## src/rtl/minbd_pkg.sv

```systemverilog
// Shared definitions for the MinBD side-buffer controller: default flit width,
// controller state encoding and the occupancy-width helper.
package minbd_pkg;

    localparam int FLIT_W_DEF = 64;

    typedef enum logic [1:0] {
        IDLE  = 2'd0,
        WAIT  = 2'd1,
        FORCE = 2'd2
    } sidebuf_state_t;

    // Width that can hold every value 0..depth inclusive.
    function automatic int cnt_w(input int depth);
        return $clog2(depth + 1);
    endfunction

endpackage

```

## src/rtl/minbd_sidebuf_fifo.sv

```systemverilog
// Side-buffer storage: circular array with head/tail pointers and an entry count.
// Push is accepted when not full, or when full but a pop happens in the same cycle.
module minbd_sidebuf_fifo
    import minbd_pkg::*;
#(
    parameter int DEPTH  = 4,
    parameter int FLIT_W = FLIT_W_DEF,
    parameter int CNT_W  = cnt_w(DEPTH)
) (
    input  logic              clk,
    input  logic              reset,
    input  logic              push_valid,
    input  logic [FLIT_W-1:0] push_data,
    input  logic              pop_grant,
    output logic [FLIT_W-1:0] head_data,
    output logic              full,
    output logic              not_empty,
    output logic [CNT_W-1:0]  count,
    output logic              push,
    output logic              pop
);

    localparam int PTR_W = $clog2(DEPTH);

    logic [FLIT_W-1:0] mem [DEPTH];
    logic [PTR_W-1:0]  head;
    logic [PTR_W-1:0]  tail;

    assign full      = (count == CNT_W'(DEPTH));
    assign not_empty = (count != '0);
    assign pop       = not_empty && pop_grant;
    assign push      = push_valid && (!full || pop);
    assign head_data = mem[head];

    // Storage is deliberately not reset; head/tail/count define what is valid.
    always_ff @(posedge clk) begin
        if (push) begin
            mem[tail] <= push_data;
        end
    end

    always_ff @(posedge clk) begin
        if (reset) begin
            head  <= '0;
            tail  <= '0;
            count <= '0;
        end else begin
            if (push) begin
                tail <= tail + PTR_W'(1);
            end
            if (pop) begin
                head <= head + PTR_W'(1);
            end
            case ({push, pop})
                2'b10:   count <= count + CNT_W'(1);
                2'b01:   count <= count - CNT_W'(1);
                default: count <= count;
            endcase
        end
    end

endmodule

```

## src/rtl/minbd_sidebuf_ctrl.sv

```systemverilog
// MinBD side-buffer controller: FIFO of buffered flits, re-injection requests,
// starvation escalation to forced redirection, and a sticky overflow flag.
module minbd_sidebuf_ctrl
    import minbd_pkg::*;
#(
    parameter int DEPTH     = 4,
    parameter int FLIT_W    = FLIT_W_DEF,
    parameter int STARVE_TH = 8,
    parameter int CNT_W     = cnt_w(DEPTH)
) (
    input  logic              clk,
    input  logic              reset,
    input  logic              buf_in_valid,
    input  logic [FLIT_W-1:0] buf_in_flit,
    output logic              buf_full,
    output logic              reinj_req,
    output logic [FLIT_W-1:0] reinj_flit,
    input  logic              reinj_grant,
    output logic              force_reinj,
    output logic [CNT_W-1:0]  occupancy,
    output logic              overflow,
    output sidebuf_state_t    fsm_state
);

    // Handshake: a flit leaves the buffer on a cycle where reinj_req and
    // reinj_grant are both high; the head advances at that clock edge.

    sidebuf_state_t st, st_next;
    logic [7:0]     sc, sc_next;
    logic [8:0]     sc_p1;
    logic           push, pop, will_empty;

    minbd_sidebuf_fifo #(
        .DEPTH (DEPTH),
        .FLIT_W(FLIT_W),
        .CNT_W (CNT_W)
    ) u_fifo (
        .clk       (clk),
        .reset     (reset),
        .push_valid(buf_in_valid),
        .push_data (buf_in_flit),
        .pop_grant (reinj_grant),
        .head_data (reinj_flit),
        .full      (buf_full),
        .not_empty (reinj_req),
        .count     (occupancy),
        .push      (push),
        .pop       (pop)
    );

    assign sc_p1       = {1'b0, sc} + 9'd1;
    assign will_empty  = pop && !push && (occupancy == CNT_W'(1));
    assign force_reinj = (st == FORCE);
    assign fsm_state   = st;

    always_ff @(posedge clk) begin
        if (reset) begin
            st       <= IDLE;
            sc       <= '0;
            overflow <= 1'b0;
        end else begin
            st <= st_next;
            sc <= sc_next;
            if (buf_in_valid && buf_full && !pop) begin
                overflow <= 1'b1;
            end
        end
    end

    always_comb begin
        st_next = st;
        sc_next = sc;
        unique case (st)
            IDLE: begin
                if (push) begin
                    st_next = WAIT;
                end
            end
            WAIT: begin
                if (pop) begin
                    sc_next = '0;
                    if (will_empty) begin
                        st_next = IDLE;
                    end
                end else if (reinj_req) begin
                    // Denied cycle: escalate once this denial makes STARVE_TH in a row.
                    if (sc_p1 >= 9'(STARVE_TH)) begin
                        sc_next = 8'(STARVE_TH);
                        st_next = FORCE;
                    end else begin
                        sc_next = sc_p1[7:0];
                    end
                end
            end
            FORCE: begin
                if (pop) begin
                    sc_next = '0;
                    st_next = will_empty ? IDLE : WAIT;
                end
            end
            default: begin
                st_next = IDLE;
                sc_next = '0;
            end
        endcase
    end

endmodule
```

## config.mk

```make
export PLATFORM = sky130hd
export DESIGN_NAME = minbd_sidebuf_ctrl
export DESIGN_NICKNAME = d
export VERILOG_FILES = /design/src/rtl/minbd_pkg.sv /design/src/rtl/minbd_sidebuf_fifo.sv /design/src/rtl/minbd_sidebuf_ctrl.sv
export SDC_FILE = /design/constraint.sdc
export NUM_CORES = 1
export LEC_CHECK = 0
export BUFFER_PORTS_ARGS = -buffer_cell sky130_fd_sc_hd__buf_4
export CAP_MARGIN = 40
export CELL_PAD_IN_SITES_DETAIL_PLACEMENT = 0
export CELL_PAD_IN_SITES_GLOBAL_PLACEMENT = 1
export CORE_UTILIZATION = 40
export CTS_CLUSTER_DIAMETER = 50
export DETAILED_ROUTE_END_ITERATION = 16
export PLACE_DENSITY = 0.71
export SETUP_SLACK_MARGIN = 0.02
export SKIP_LAST_GASP = 1
export SLEW_MARGIN = 20
export SYNTH_ARGS = -nofsm -noshare
export SYNTH_HDL_FRONTEND = slang
export SYNTH_SLANG_ARGS = --single-unit
export TNS_END_PERCENT = 10
```

## constraint.sdc

```tcl
create_clock -name clk -period 5.8 [get_ports clk]
set_input_delay 0.58 -clock clk [delete_from_list [all_inputs] [get_ports clk]]
set_output_delay 0.58 -clock clk [all_outputs]
set_load 0.05 [all_outputs]
```

==> parameters.txt, run 1 <==
Parameter                              Value

Clock tree
  CTS Root Cell    clkbuf_16
  Setup Fix Bufs, Post-CTS    0
  Clock latency of the later-clocked register in the worst-skew pair    between 0.5 and 0.6 ns
  CTS HTree Levels    1
  Total of cells resized after clock tree synthesis    0
  Hold buffer count at cts    0
  Clock tree buffer depth    3
  Worst-path clk slew    0.06 ns
  CTS Buf Count    28
  CTS tree    done
  Clock sink count    276

Global routing
  Total global routing overflow    0
  Met2 track demand over resource in global routing    0.2416
  Total global routing track utilization    0.1468
  Initial antenna violation count    0
  Met1 routing resource usage after global routing    0.1998
  Wire length of the first global-routing pass    29.88 mm
  GRT Max-Usage Layer    met2
  Number of global-route vias before repair    5,256
  Met3 demand-to-capacity share in global routing    0.03361
  Maximum number of pins on one net before global-route repair    45

Timing
  Max frequency    306.8 MHz
  Final worst path period need    3.259 ns
  Setup repair after global routing missed its margin    no
  Setup TNS after final layout    0 ns
  Post-Route Skew    0.01060 ns
  Worst slew slack as a fraction of its limit    0.6185
  Setup violation total in the final timing report    0
  Final critical-path share of the clock period    0.5620
  Post-Route Hold Slack    0.2577 ns
  Final hold viol count    0
  Total count of max-transition violations in the final report    0
  Slew of the pin with the lowest slew margin    0.5722 ns

Place
  Half-perimeter wire length of the detailed placement result    12.49 mm
  Number of I/O port buffers    140
  Placed Cells incl. Taps    916
  Final weighted congestion in routability-driven placement    approximately 0.81

Synth
  Adder-Cell Fraction of Synth Area    0.01334
  Gate count after technology mapping    456
  Synth Area in Compound Gates    0.01831
  Synthesized flop and latch total    276
  Primary FF master, synth    edfxtp_1
  Post-synthesis instance area    10,320 um^2
  Synth Area in XOR/XNOR    0.004245
  Yosys synthesis warning count    0
  Async set or reset register ratio after synthesis    0
  Number of enable flip-flop cells after synthesis    256
  Share of the yosys chip area belonging to registers    0.7840
  Synthesized area divided by synthesized cell count    22.62 um^2
  Synthesized net count    535
  Fraction of the mapped netlist area in simple logic gates    0.02693
  Share of cell area taken by muxes after synthesis    0.1431
  Number of library cell types mapped by synthesis    48
  Combinational family with the most area after synthesis    multiplexers

Power
  Maximum ir drop on the vdd rail    242.2 uV
  Leakage power figure    roughly 4.3 nW
  Power per cell area    457.5 nW/um^2
  Overall Power    0.005835 W

Die
  Floorplan row count    58
  Die Y    162.6 um
  CORE AREA    25,250 um^2
  Boundary pin count    141
  Die footprint    26,440 um^2
  Width of the die    162.6 um
  Starting density of the core    0.4085

Detailed routing
  Vias after detailed routing    between 4,000 and 5,000
  Routed Antenna Nets    0
  Vias per inst    5.157
  DRC violation total after the first TritonRoute iteration    374
  Number of search-and-repair iterations in the first detailed-routing pass    4
  Aggregate routed wire length    19.32 mm
  Post-DR wirelength/cell    approximately 20 um
  Number of DRC violations after detailed routing    0

Finish
  Layout overhead on the synthesized area    23.63%
  Fin nets    696
  Final standard cell utilization of the core    0.5050
  Ratio of cells with drive above 1 in the final layout    0.4210
  Inserted Diodes    0
  Final std cells w/o fill    969

Worst setup path
  Critical path data arrival time    2.68 ns
  Critical Path Most Common Cell    buf_4
  Maximum fanout count along the critical path    26
  Slowest stage delay, CP    approximately 0.61 ns
  Data required time of the worst path    5.22 ns
  CP Cell Sequence    buf_12 > buf_4 > mux4_2 > buf_4
  Cell type of the slowest stage on the worst timing path    dfxtp_4
  Critical setup path kind    flip-flop to output port
  Critical Path Sink Type    output port
  Startpoint type of the worst setup path    flip-flop

Worst hold path
  Path category of the worst min-delay check    input port to flip-flop

Run
  Max-cap viol count    0

Status
  Status    completed
per-stage QoR:
step / setup slack, ns / cell area [um^2]
CTS: 2.312 / 12730
global placement: 2.922 / 11750
finish: 2.541 / 12750
global route: 2.322 / 12750
floorplan: 2.594 / 10320
detailed placement: 2.880 / 11850
report_power, final:
part / internal [W] / total [W] / switching [W]
Sequential: 0.00233 / 0.00242 / 0.0000904
Clock: 0.000958 / 0.00168 / 0.000721
Combinational: 0.000634 / 0.00174 / 0.00111
area by class of cell:
type	count	area, um^2
Fill cell	2045	12500
Tap cell	330	412.9
Clock inverter	23	155.1
Inverter	9	33.78
Timing Repair Buffer	147	1186
Sequential cell	276	8095
Multi-Input combinational cell	155	2145
Clock buffer	29	725.7
cell families (layout without fill, tap and decap cells):
kind of cell	Yosys count	count (layout)
DFF	276	276
muxes	67	67
and+or+nand+nor	50	50
buffers and inverters	25	208
AOI/OAI and AO/OA	22	22
adders and majority gates	11	11
xor gates and xnor gates	5	5
Yosys cell counts (2+ instances only):
library cell,count,area [um^2]
dfxtp_1,20,400.4
and3_1,10,62.56
mux4_2,64,1441
xor2_1,3,26.28
inv_1,8,30.03
nand2b_1,3,18.77
a21oi_2,2,17.52
nand3_1,4,20.02
clkbuf_1,8,30.03
mux2i_1,2,20.02
nand2_1,6,22.52
and2_1,3,18.77
buf_2,8,40.04
ha_1,11,137.6
a211oi_1,2,15.01
nor2_1,12,45.04
a31o_1,2,17.52
nand4_1,2,12.51
edfxtp_1,256,7687
xnor2_1,2,17.52
layer usage:
layer	wire (um)	up-vias
met5	0	-
met1	8083	2558
met3	1443	30
met2	9522	178
met4	265	0
li1	-	2231
state kept, by name (all words and copies together), names as in the netlist, named ones only:
| name | cells |
|---|---|
| u_fifo.count | 3 |
| u_fifo.mem | 256 |
| overflow | 1 |
| u_fifo.head | 2 |
| fsm_state | 2 |
| u_fifo.tail | 2 |
| sc | 8 |
worst max-delay path, delay by kind of cell, from the launching register on:
kind,cells,cell delay (ns)
muxes,1,0.58
buffers and inverters,3,0.92
DFF,1,0.61
worst paths after layout:
kind	startpoint	to	slack, ns	depth (start not counted)
max	flip-flop	reinj_flit[35]	2.54	4
min	buf_in_flit[34]	u_fifo.mem[2][34]$_DFFE_PP_	0.26	1
max reg2reg	u_fifo.count[0]$_SDFFE_PP0P_	fsm_state[1]$_SDFFE_PP0P_	3.37	9
min reg2reg	overflow$_SDFFE_PP0P_	overflow$_SDFFE_PP0P_	0.48	2
placed cells by master, fill, tap and decap left out, types with 2 or more instances in the layout:
| master | n |
|---|---|
| and2_1 | 3 |
| nand3_1 | 4 |
| and3_1 | 6 |
| edfxtp_1 | 256 |
| nor2_1 | 12 |
| clkinv_1 | 7 |
| a31o_1 | 2 |
| nand2b_1 | 3 |
| buf_4 | 141 |
| and3_4 | 4 |
| dfxtp_1 | 18 |
| a21oi_2 | 2 |
| inv_6 | 2 |
| xnor2_1 | 2 |
| nand4_1 | 2 |
| nand2_1 | 6 |
| clkinvlp_4 | 4 |
| ha_1 | 11 |
| mux4_2 | 64 |
| inv_1 | 8 |
| dfxtp_4 | 2 |
| xor2_1 | 3 |
| clkbuf_16 | 29 |
| buf_12 | 5 |
| clkinv_2 | 8 |
| mux2i_1 | 2 |
| a211oi_1 | 2 |
Note: power is estimated with default switching activity, not from simulation.
==> run 2: changes to the inputs <==
Settings changed: PLACE_DENSITY 0.71 to 0.73.
Clock period 5.8 ns to 2.7 ns, I/O delays scaled along.
==> parameters.txt, run 2 (synthesis results as in run 1) <==
Parameter                              Value

Global routing
  Initial antenna violation count    1
  Wire length of the first global-routing pass    31.65 mm
  Maximum number of pins on one net before global-route repair    65
  Number of global-route vias before repair    5,681
  Total global routing overflow    0
  Total global routing track utilization    0.1568

Finish
  Max FFs per register    256
  Highest-count cells in the layout ignoring fill and taps    edfxtp_1, buf_4, dlygate4sd3_1
  Final std cells w/o fill    1,043
  Fillers    1,994
  Fin nets    about 770
  Ratio of cells with drive above 1 in the final layout    0.3876
  Top flop regs    u_fifo.mem (256), sc (8), u_fifo.count (3)
  Layout overhead on the synthesized area    31.67%
  Top reg by flops    u_fifo.mem
  Final standard cell utilization of the core    0.5379
  Most common library cell in the layout ignoring fill and taps    edfxtp_1

Die
  Die Y    162.6 um
  Floorplan row count    slightly below 60
  Width of the die    between 150 and 200 um
  Boundary pin count    around 140
  CORE AREA    25,250 um^2
  Die footprint    26,440 um^2
  Starting density of the core    0.4085

Detailed routing
  Number of search-and-repair iterations in the first detailed-routing pass    4
  Number of DRC violations after detailed routing    0
  Routed Antenna Nets    0
  Post-DR wirelength/cell    just under 20 um
  Aggregate routed wire length    20.30 mm
  DRC violation total after the first TritonRoute iteration    272
  Vias after detailed routing    5,270
  Vias per inst    between 5 and 6

Worst setup path
  Critical path data arrival time    2.21 ns
  Startpoint type of the worst setup path    flip-flop
  Critical setup path kind    flip-flop to output port
  Critical Path Sink Type    output port
  Data required time of the worst path    2.43 ns
  Maximum fanout count along the critical path    64

Clock tree
  CTS Buf Count    31
  Clock tree buffer depth    3
  CTS tree    done
  CTS Root Cell    clkbuf_16
  Clock sink count    276
  CTS HTree Levels    1
  Clock latency of the later-clocked register in the worst-skew pair    0.54 ns
  Worst-path clk slew    0.06 ns

Run
  Max-cap viol count    0

Timing
  Worst slew slack as a fraction of its limit    0.6084
  Post-Route Skew    0.01448 ns
  Final worst path period need    2.484 ns
  Slew of the pin with the lowest slew margin    0.5874 ns
  Final critical-path share of the clock period    0.9201
  Setup violation total in the final timing report    0
  Final hold viol count    0
  Max frequency    402.5 MHz
  Total count of max-transition violations in the final report    0
  Setup repair after global routing missed its margin    no

Place
  Placed Cells incl. Taps    921
  Half-perimeter wire length of the detailed placement result    12.02 mm
  Final weighted congestion in routability-driven placement    0.8048
  Number of I/O port buffers    140

Power
  Leakage power figure    4.690 nW
  Maximum ir drop on the vdd rail    585.6 uV
  Power per cell area    962.9 nW/um^2

Worst hold path
  Path category of the worst min-delay check    input port to flip-flop

Status
  Status    completed
## run 2: cell count changes in the layout (fill, tap and decap cells not counted), moves of 2 or more
cell / change
buf_4: +2
clkbuf_8: +2
clkinvlp_4: -2
dlygate4sd3_1: +65
clkinv_4: +2
buf_12: +3
clkbuf_16: +2
clkbuf_1: +2
clkinv_2: -4
clkinv_8: +2
## run 2: routing by layer
metal	track usage	up-vias	routed length (um)
met4	0.03781	0	451
li1	-	2394	-
met5	0	-	0
met1	0.2128	2691	8856
met2	0.2580	149	9806
met3	0.03489	36	1181
## run 2: worst paths after layout
kind	startpoint	endpoint	slack [ns]	cells past startpoint
worst max-delay path	flip-flop	reinj_flit[5]	0.22	3
worst min-delay path	buf_in_valid	overflow$_SDFFE_PP0P_	0.07	3
worst max register to register	u_fifo.count[0]$_SDFFE_PP0P_	fsm_state[1]$_SDFFE_PP0P_	0.31	9
worst min register to register	overflow$_SDFFE_PP0P_	overflow$_SDFFE_PP0P_	0.50	2
## run 2: repair_timing
item / in CTS / in global routing
endpoints found under the hold margin: 257 / 0
hold buffers: 65 / 0
resized for setup: 0 / 0
setup buffers: 0 / 0
## run 2: through the flow
| step | TNS (ns) | hold slack [ns] | instance area (um^2) | worst slack (ns) | power (W) |
|---|---|---|---|---|---|
| after floorplan | -97.05 | 0.3689 | 10320 | -0.5055 | 0.007957 |
| after global placement | 0 | 0.4620 | 11920 | 0.4304 | 0.009068 |
| after detailed placement | 0 | 0.4742 | 11920 | 0.3428 | 0.009109 |
| after CTS | 0 | 0.03726 | 13580 | 0.1887 | 0.01325 |
| after global routing | 0 | 0.06311 | 13580 | 0.1033 | 0.01359 |
| final | 0 | 0.06946 | 13580 | 0.2157 | 0.01308 |
## run 2: cell type report
class	instances	area (um^2)	share of cell area
Inverter	9	33.78	0.002487
Timing Repair Buffer	216	1884	0.1387
Tap cell	330	412.9	0.03040
Antenna cell	1	2.502	0.0001842
Sequential cell	276	8095	0.5960
Clock buffer	35	810.8	0.05969
Multi-Input combinational cell	155	2145	0.1579
Clock inverter	21	198.9	0.01465
## run 2: critical path: stages (launching register included)
cell	delay, ns
dfxtp_4	0.35
buf_12	0.38
mux4_2	0.61
buf_4	0.21
## run 2: power breakdown
group          internal, W  switching, W
Combinational      0.00142       0.00249
Sequential         0.00500      0.000130
Clock              0.00237       0.00167
==> run 3: changes to the inputs <==
Settings changed: CORE_MARGIN set to 2.
==> parameters.txt, run 3 (synthesis results as in run 1) <==
Parameter                              Value

Status
  Status    completed

Timing
  Post-Route Skew    0.01299 ns
  Worst slew slack as a fraction of its limit    0.6555
  Max frequency    between 300 and 400 MHz
  Setup violation total in the final timing report    0
  Total count of max-transition violations in the final report    0
  Final critical-path share of the clock period    0.9303
  Final hold viol count    0
  Slew of the pin with the lowest slew margin    0.5168 ns
  Setup repair after global routing missed its margin    no
  Post-Route Hold Slack    0.04940 ns
  Final worst path period need    roughly 2.5 ns

Global routing
  Number of global-route vias before repair    approximately 5,700
  Maximum number of pins on one net before global-route repair    29
  Total global routing overflow    0
  Wire length of the first global-routing pass    31.57 mm
  Initial antenna violation count    1
  Total global routing track utilization    0.1514

Worst hold path
  Depth of the worst hold-timing path    3
  Path category of the worst min-delay check    input port to flip-flop

Detailed routing
  Vias per inst    5.098
  Vias after detailed routing    5,322
  DRC violation total after the first TritonRoute iteration    370
  Aggregate routed wire length    20.48 mm
  Number of search-and-repair iterations in the first detailed-routing pass    5
  Routed Antenna Nets    0
  Number of DRC violations after detailed routing    0
  Post-DR wirelength/cell    slightly below 20 um

Power
  Leakage power figure    4.696 nW
  Maximum ir drop on the vdd rail    620.4 uV
  Net Sw Frac    0.3276
  Portion of total power attributed to the clock network    0.298
  Cell-internal power    between 0.008 and 0.009 W
  Logic pwr share    0.302
  Net load switching power    around 0.0043 W
  Power per cell area    956.1 nW/um^2
  Fraction of power consumed by sequential logic    0.401

Worst setup path
  Cell type of the slowest stage on the worst timing path    dfxtp_4
  Maximum fanout count along the critical path    21
  Data required time of the worst path    roughly 2.4 ns
  Slowest stage delay, CP    0.67 ns
  CP Cell Sequence    buf_12 > mux4_2 > buf_4
  Critical Path Sink Type    output port
  Critical setup path kind    flip-flop to output port
  Critical path data arrival time    2.24 ns
  Worst reg2reg path depth    9
  Startpoint type of the worst setup path    flip-flop

Run
  Max-cap viol count    0

Finish
  Ratio of cells with drive above 1 in the final layout    0.3885
  Area of all sequential standard cells    8095 um^2
  Fillers    1,976
  Top reg by flops    u_fifo.mem
  Max FFs per register    256
  Area used by multi-input combinational logic    about 2100 um^2
  Highest-count cells in the layout ignoring fill and taps    edfxtp_1, buf_4, dlygate4sd3_1
  Design area    13,590 um^2
  Layout overhead on the synthesized area    31.75%
  Most common library cell in the layout ignoring fill and taps    edfxtp_1
  Fin nets    just under 800
  Top flop regs    u_fifo.mem (256), sc (8), u_fifo.count (3)

Die
  Floorplan row count    58
  CORE AREA    approximately 25,000 um^2
  Boundary pin count    141
  Width of the die    164.6 um
  Die footprint    27,090 um^2
  Die Y    164.6 um
  Starting density of the core    0.4085

Place
  Final weighted congestion in routability-driven placement    approximately 0.74
  Number of I/O port buffers    140
  Half-perimeter wire length of the detailed placement result    between 10 and 15 mm
  Total placed instance area    11,980 um^2

Clock tree
  Clock latency of the later-clocked register in the worst-skew pair    0.54 ns
  CTS Root Cell    clkbuf_16
  CTS HTree Levels    1
  CTS Buf Count    30
  Worst-path clk slew    0.06 ns
  CTS tree    done
  Clock sink count    between 200 and 300
  Clock tree buffer depth    3
  Total of cells resized after clock tree synthesis    0
[run 3: cell types whose count changed in the layout (fill, tap and decap cells not counted), sizes merged]
cell	delta
inv	+1
buf	+3
bufinv	-1
clkbuf	+2
clkinv	-3
clkinvlp	-1
[run 3: path summary, 6_finish.rpt]
kind / start / slack (ns) / end
worst max-delay path: flip-flop / 0.19 / reinj_flit[54]
worst min-delay path: buf_in_valid / 0.05 / overflow$_SDFFE_PP0P_
worst min register to register: overflow$_SDFFE_PP0P_ / 0.48 / overflow$_SDFFE_PP0P_
worst max register to register: u_fifo.count[0]$_SDFFE_PP0P_ / 0.32 / fsm_state[1]$_SDFFE_PP0P_
[run 3: worst max-delay path: cells and delay by family, from the launching register on]
family / cells / cell delay [ns]
muxes: 1 / 0.55
DFF: 1 / 0.67
buffers and inverters: 2 / 0.46
[run 3: power groups by stage]
stage	combinational (W)	clock [W]	sequential, W
2_1_floorplan	0.00273	0	0.00523
3_3_place_gp	0.00386	0	0.00529
3_5_place_dp	0.00389	0	0.00531
4_1_cts	0.00398	0.00396	0.00522
5_1_grt	0.00412	0.00413	0.00525
6_report	0.00392	0.00387	0.00521
[run 3: layout make-up]
cell class	count	share of cell area
Clock buffer	37	0.06020
Inverter	9	0.002485
Clock inverter	17	0.01031
Multi-Input combinational cell	155	0.1578
Sequential cell	276	0.5956
Tap cell	330	0.03038
Timing Repair Buffer	219	0.1431
Antenna cell	1	0.0001841
[run 3: stage by stage]
| step | setup TNS (ns) | setup WS (ns) | instances | util | total power (W) |
|---|---|---|---|---|---|
| 2_1_floorplan | -97.05 | -0.5055 | 456 | - | 0.007957 |
| 6_report | 0 | 0.1882 | 1044 | 0.5382 | 0.01299 |
| 4_1_cts | 0 | 0.1006 | 1043 | 0.5381 | 0.01316 |
| 5_1_grt | 0 | 0.04626 | 1044 | 0.5382 | 0.01351 |
| 3_5_place_dp | 0 | 0.3713 | 924 | 0.4744 | 0.009198 |
| 3_3_place_gp | 0 | 0.4509 | 924 | 0.4744 | 0.009148 |
[run 3: what timing repair did]
action | CTS | global route
hold buffers | 65 | 0
endpoints found under the setup margin | 0 | 0
buffers inserted | 0 | 0
endpoints found under the hold margin | 257 | 0
[run 3: routing by layer]
metal	wire, um	share of wire	track usage
met5	0	0	0
met4	323	0.016	0.03123
met3	1460	0.071	0.03390
met2	9997	0.49	0.2556
met1	8695	0.42	0.2037
